<file path="config.mk">
export PLATFORM = sky130hd
export DESIGN_NAME = tdc_fine_interp
export DESIGN_NICKNAME = d
export VERILOG_FILES = /design/src/rtl/tdc_pkg.sv /design/src/rtl/tdc_carry_chain.sv /design/src/rtl/tdc_fine_interp.sv
export SDC_FILE = /design/constraint.sdc
export NUM_CORES = 1
export LEC_CHECK = 0
export ABC_AREA = 1
export CORE_ASPECT_RATIO = 1.1
export CORE_MARGIN = 2
export CORE_UTILIZATION = 55
export CTS_CLUSTER_SIZE = 10
export DETAILED_ROUTE_END_ITERATION = 12
export HOLD_SLACK_MARGIN = 0.02
export PLACE_DENSITY = 0.92
export SYNTH_ARGS = -nofsm -noshare
export SYNTH_HDL_FRONTEND = slang
export SYNTH_SLANG_ARGS = --single-unit
</file>
<file path="constraint.sdc">
create_clock -name clk -period 1.5 [get_ports clk]
set_clock_uncertainty 0.1 [all_clocks]
set_input_delay 0.225 -clock clk [delete_from_list [all_inputs] [get_ports clk]]
set_output_delay 0.225 -clock clk [all_outputs]
set_load 0.02 [all_outputs]
</file>
<file path="src/rtl/tdc_pkg.sv">
// Shared definitions for the TDC fine interpolator: count width helper,
// edge-polarity encodings and the bubble-corrected thermometer decoder.
package tdc_pkg;

    localparam int MAX_TAPS = 256;

    localparam logic EDGE_RISE = 1'b0;
    localparam logic EDGE_FALL = 1'b1;

    function automatic int fine_cw(input int n);
        return $clog2(n + 1);
    endfunction

    // Majority-of-three per tap removes single-tap bubbles; the chain is
    // bounded by an implied 1 below tap 0 and an implied 0 above the last tap.
    function automatic logic [8:0] tdc_therm2bin(input logic [MAX_TAPS-1:0] therm,
                                                 input int n);
        logic [8:0] acc;
        logic       lo;
        logic       mid;
        logic       hi;
        acc = '0;
        for (int k = 0; k < MAX_TAPS; k++) begin
            if (k < n) begin
                lo  = (k == 0) ? 1'b1 : therm[8'(k - 1)];
                mid = therm[8'(k)];
                hi  = (k + 1 < n) ? therm[8'(k + 1)] : 1'b0;
                acc = acc + 9'((lo & mid) | (lo & hi) | (mid & hi));
            end
        end
        return acc;
    endfunction

endpackage

</file>
<file path="src/rtl/tdc_carry_chain.sv">
// Tapped carry-chain delay line: the hit propagates through NUM_TAPS carry
// cells, tap k is the carry-out of cell k.
module tdc_carry_chain #(
    parameter int NUM_TAPS = 64
) (
    input  logic                signal_in,
    output logic [NUM_TAPS-1:0] taps
);

    (* keep *) logic [NUM_TAPS:0] carry;

    assign carry[0] = signal_in;

    for (genvar k = 0; k < NUM_TAPS; k++) begin : g_cell
`ifdef TDC_USE_SB_CARRY
        (* keep *) SB_CARRY u_carry (
            .CO (carry[k+1]),
            .I0 (1'b0),
            .I1 (1'b1),
            .CI (carry[k])
        );
`else
        // Same function as SB_CARRY with I0=0, I1=1: CO = I0&I1 | CI&(I0|I1).
        (* keep *) logic co;
        assign co         = (1'b0 & 1'b1) | (carry[k] & (1'b0 | 1'b1));
        assign carry[k+1] = co;
`endif
        assign taps[k] = carry[k+1];
    end

endmodule

</file>
<file path="src/rtl/tdc_fine_interp.sv">
// Fine-time interpolator: tap capture, bubble-corrected count, latency-matched
// history and a valid/ready holding register with sticky overflow.
module tdc_fine_interp
    import tdc_pkg::*;
#(
    parameter int NUM_TAPS = 64,
    parameter int SYNC_LAT = 4,
    parameter int CW       = fine_cw(NUM_TAPS)
) (
    input  logic          clk,
    input  logic          rst_n,
    input  logic          signal_in,
    input  logic          edge_pol,
    input  logic          sample,
    input  logic          ovf_clr,
    output logic [CW-1:0] fine_count,
    output logic          fine_edge_ok,
    output logic          fine_valid,
    input  logic          fine_ready,
    output logic          overflow
);

    // Stage C plus SYNC_LAT-2 history entries: the last entry at edge E holds
    // the count of taps captured at edge E-SYNC_LAT.
    localparam int            HIST_D = SYNC_LAT - 1;
    localparam logic [CW-1:0] FULL   = CW'(NUM_TAPS);

    logic [NUM_TAPS-1:0] chain_taps;
    logic [NUM_TAPS-1:0] tap_p0;
    logic [MAX_TAPS-1:0] tap_ext_p0;
    logic [CW-1:0]       raw_p0;
    logic [CW-1:0]       cnt_p0;
    logic [CW-1:0]       hist_p1 [HIST_D];
    logic [CW-1:0]       hist_out;
    logic                edge_ok_nxt;
    logic                fire;

    tdc_carry_chain #(
        .NUM_TAPS (NUM_TAPS)
    ) u_chain (
        .signal_in (signal_in),
        .taps      (chain_taps)
    );

    // Stage T: capture the delay line
    always_ff @(posedge clk or negedge rst_n) begin
        if (!rst_n) begin
            tap_p0 <= '0;
        end else begin
            tap_p0 <= chain_taps;
        end
    end

    always_comb begin
        tap_ext_p0                 = '0;
        tap_ext_p0[NUM_TAPS-1:0]   = tap_p0;
        raw_p0                     = CW'(tdc_therm2bin(tap_ext_p0, NUM_TAPS));
        cnt_p0                     = (edge_pol == EDGE_FALL) ? (FULL - raw_p0) : raw_p0;
    end

    // Stage C and history: free-running shift, no enable
    always_ff @(posedge clk or negedge rst_n) begin
        if (!rst_n) begin
            for (int i = 0; i < HIST_D; i++) begin
                hist_p1[i] <= '0;
            end
        end else begin
            hist_p1[0] <= cnt_p0;
            for (int i = 1; i < HIST_D; i++) begin
                hist_p1[i] <= hist_p1[i-1];
            end
        end
    end

    assign hist_out    = hist_p1[HIST_D-1];
    assign edge_ok_nxt = (hist_out != '0) && (hist_out != FULL);
    assign fire        = fine_valid & fine_ready;

    // Holding register: a sample is accepted when empty or draining this edge
    always_ff @(posedge clk or negedge rst_n) begin
        if (!rst_n) begin
            fine_count   <= '0;
            fine_edge_ok <= 1'b0;
            fine_valid   <= 1'b0;
            overflow     <= 1'b0;
        end else begin
            if (sample && (!fine_valid || fire)) begin
                fine_count   <= hist_out;
                fine_edge_ok <= edge_ok_nxt;
                fine_valid   <= 1'b1;
            end else if (fire) begin
                fine_valid   <= 1'b0;
            end

            if (sample && fine_valid && !fire) begin
                overflow <= 1'b1;
            end else if (ovf_clr) begin
                overflow <= 1'b0;
            end
        end
    end

endmodule

</file>
==> impl_metrics.csv, run 1 <==
group,metric,value,unit
run_status,outcome,"aborted with a tool error",
run_status,haltStage,"2_4_floorplan_pdn",
run_status,error_line,"[ERROR PDN-0185] Insufficient width (21.16 um) to add straps on layer met4 in grid \"grid\" with total strap width 15.2 um and offset 13.6 um.",
floorplanning,rows,8,
logic_synthesis,synth_cells,26,
floorplanning,start_util,61.7,%
logic_synthesis,syn_area_per_cell,10.9,um2
floorplanning,die_h,27.8,um
logic_synthesis,mappedNetlistArea,284,um2
floorplanning,die_w,25.7,um
logic_synthesis,yosysWarnings,0,
==> run 2, diff against run 1 <==
- CORE_AREA: not set -> 2 2 63 65
- CORE_ASPECT_RATIO: 1.1 -> not set
- CORE_MARGIN: 2 -> not set
- CORE_UTILIZATION: 55 -> not set
- CTS_CLUSTER_SIZE: 10 -> not set
- DIE_AREA: not set -> 0 0 65 67
- HOLD_SLACK_MARGIN: 0.02 -> not set
- PLACE_DENSITY: 0.92 -> not set
- PLACE_DENSITY_LB_ADDON: not set -> 0.15
==> run 2 against run 1 <==
- the flow now finishes without violations
- synthesized cell count unchanged
- area after synthesis unchanged
==> impl_metrics.csv, run 2 <==
group,metric,value,unit
run_status,outcome,"finished, final reports clean",
global_routing,antenna_found_initial,0,
cells_and_area,fin_area,445,um2
cells_and_area,layout_common_cells,"7 x conb_1, 7 x dfrtp_1, 6 x clkdlybuf4s50_1, 4 x nand2_1",
timing,finalSetupViolCount,0,
setup_path,endpoint_kind,"output port",
logic_synthesis,yosysWarnings,0,
cells_and_area,largest_register_ffs,2,
setup_path,r2r_start,"fine_valid$_DFFE_PN0P_",
logic_synthesis,syn_area_per_cell,10.9,um2
clock_tree,cts_buffer_depth,2,
setup_path,crit_chain,"dlygate4sd2_1",
timing,period_needed,1.24,ns
floorplanning,die_w,65,um
clock_tree,cts_buffers,3,
floorplanning,ioPinCount,17,
clock_tree,cts_tree,"yes",
clock_tree,hold_buffers,0,
setup_path,cp.required,1.17,ns
cells_and_area,layoutNonFillerInstCount,86,
global_routing,grt_usage,2.72,%
setup_path,reg2reg_slack,0.67,ns
setup_path,path_class,"reg2out",
power,finalPower,0.000547,W
detailed_routing,avgRoutedWirePerCell,5.26,um
floorplanning,rows,22,
job,maxCapViolCount,0,
clock_tree,root_buffer,"clkbuf_8",
placement,post_dp_cell_area,404,um2
detailed_routing,postRouteAntennaNets,0,
clock_tree,clk_pin_slew,0.04,ns
setup_path,worstPathArrival,0.92,ns
floorplanning,start_util,7.88,%
global_routing,grt_pass1_vias,178,
clock_tree,cts_setup_buffers,0,
setup_path,start_kind,"register",
floorplanning,core,3610,um2
setup_path,crit_buf_inv,1,
global_routing,grt_start_max_net_pins,8,
placement,dp_hpwl,366,um
setup_path,cp_max_fo,2,
power,ir_worst_vdd,0.337,mV
power,p_per_area,1230,nW/um2
cells_and_area,top_register,"hist_p1",
setup_path,critPathTopFamily,"flip-flops",
clock_tree,cts_resized,3,
detailed_routing,wirelength,452,um
setup_path,reg2reg_to,"fine_count[6]$_DFFE_PN0P_",
placement,dp.cells,82,
detailed_routing,routed_via_density,2.10,
detailed_routing,drc,0,
placement,gp_congestion,0.645,
detailed_routing,first_pass_iters,3,
timing,final.period_utilization,82.8,%
setup_path,critPathSlowestCell,"dfrtp_1",
logic_synthesis,synth_cells,26,
global_routing,grt_overflow,0,
clock_tree,insertion_delay,0.22,ns
setup_path,reg2reg_depth,4,
timing,finalHoldViolations,0,
floorplanning,die_area,4360,um2
cells_and_area,nNetsFinal,46,
clock_tree,cts.sinks,7,
hold_path,hold_class,"in2async",
setup_path,slowest_delay,0.37,ns
floorplanning,die_h,67,um
cells_and_area,num_antenna_cells,0,
power,p_leak,0.205,nW
global_routing,grt_pass1_wl,765,um
cells_and_area,area_growth,56.8,%
timing,rsz0062_at_grt,"false",
placement,io_buffers,9,
clock_tree,h-tree-depth,1,
cells_and_area,layout-drive-gt1-share,10.5,%
logic_synthesis,mappedNetlistArea,284,um2
detailed_routing,drt_iter0_markers,1,
detailed_routing,vias,181,
timing,fin_setup_tns,0,ns
timing,max_clock_freq,0.805,GHz
timing,drv_slew,0,
run 2: power by group:
group	switching (W)	internal (W)
Clock	0.0000773	0.000184
Combinational	0.0000433	0.0000281
Sequential	0.00000643	0.000208
run 2: how the worst max path moves through the flow:
stage	startpoint	end	slack, ns	cells after the start
2_1_floorplan	fine_valid$_DFFE_PN0P_	fine_count[6]$_DFFE_PN0P_	0.59	4
3_3_place_gp	fine_valid$_DFFE_PN0P_	fine_valid	0.23	1
3_5_place_dp	overflow$_DFFE_PN0P_	overflow	0.23	1
4_1_cts	overflow$_DFFE_PN0P_	overflow	0.24	1
5_1_grt	fine_valid$_DFFE_PN0P_	fine_valid	0.22	1
6_report	fine_valid$_DFFE_PN0P_	fine_valid	0.26	1
run 2: metal layers:
layer / part of all wire [%] / GRT usage (%) / up-vias
met5: 0 / 0 / -
met3: 19 / 3.38 / 0
li1: - / - / 87
met2: 38 / 3.22 / 15
met4: 0 / 1.60 / 0
met1: 43 / 2.54 / 79
run 2: layout make-up:
cell class / count / area (um2)
repair buffers: 9 / 86.3
well taps: 48 / 60.1
inverters: 3 / 11.3
flip-flops and latches: 7 / 175
clock buffers: 4 / 45.0
fillers: 410 / 3160
multi-input cells: 15 / 67.6
run 2: stage by stage:
stage | hold slack [ns] | util (%) | setup slack, ns
floorplan | -0.171 | - | 0.593
global placement | 0.234 | 11.2 | 0.235
detailed placement | 0.236 | 11.2 | 0.225
CTS | 0.170 | 12.4 | 0.241
global route | 0.193 | 12.4 | 0.223
finish | 0.162 | 12.4 | 0.258
(Power assumes the default switching activity.)
==> run 3, diff against run 2 <==
- clock period: 1.5 -> 1.3 ns (I/O delays scaled with it)
==> results of run 3 <==
The final DEF is identical to that of run 2. Status: finished, final reports clean.
Among the figures that moved: setup slack after placement 0.225 ns -> 0.0550 ns; setup slack after layout 0.258 ns -> 0.0880 ns; hold slack 0.162 ns -> 0.132 ns; register-to-register setup slack 0.67 ns -> 0.47 ns; total power 0.000547 W -> 0.000631 W; worst IR drop on VDD 0.337 mV -> 0.389 mV
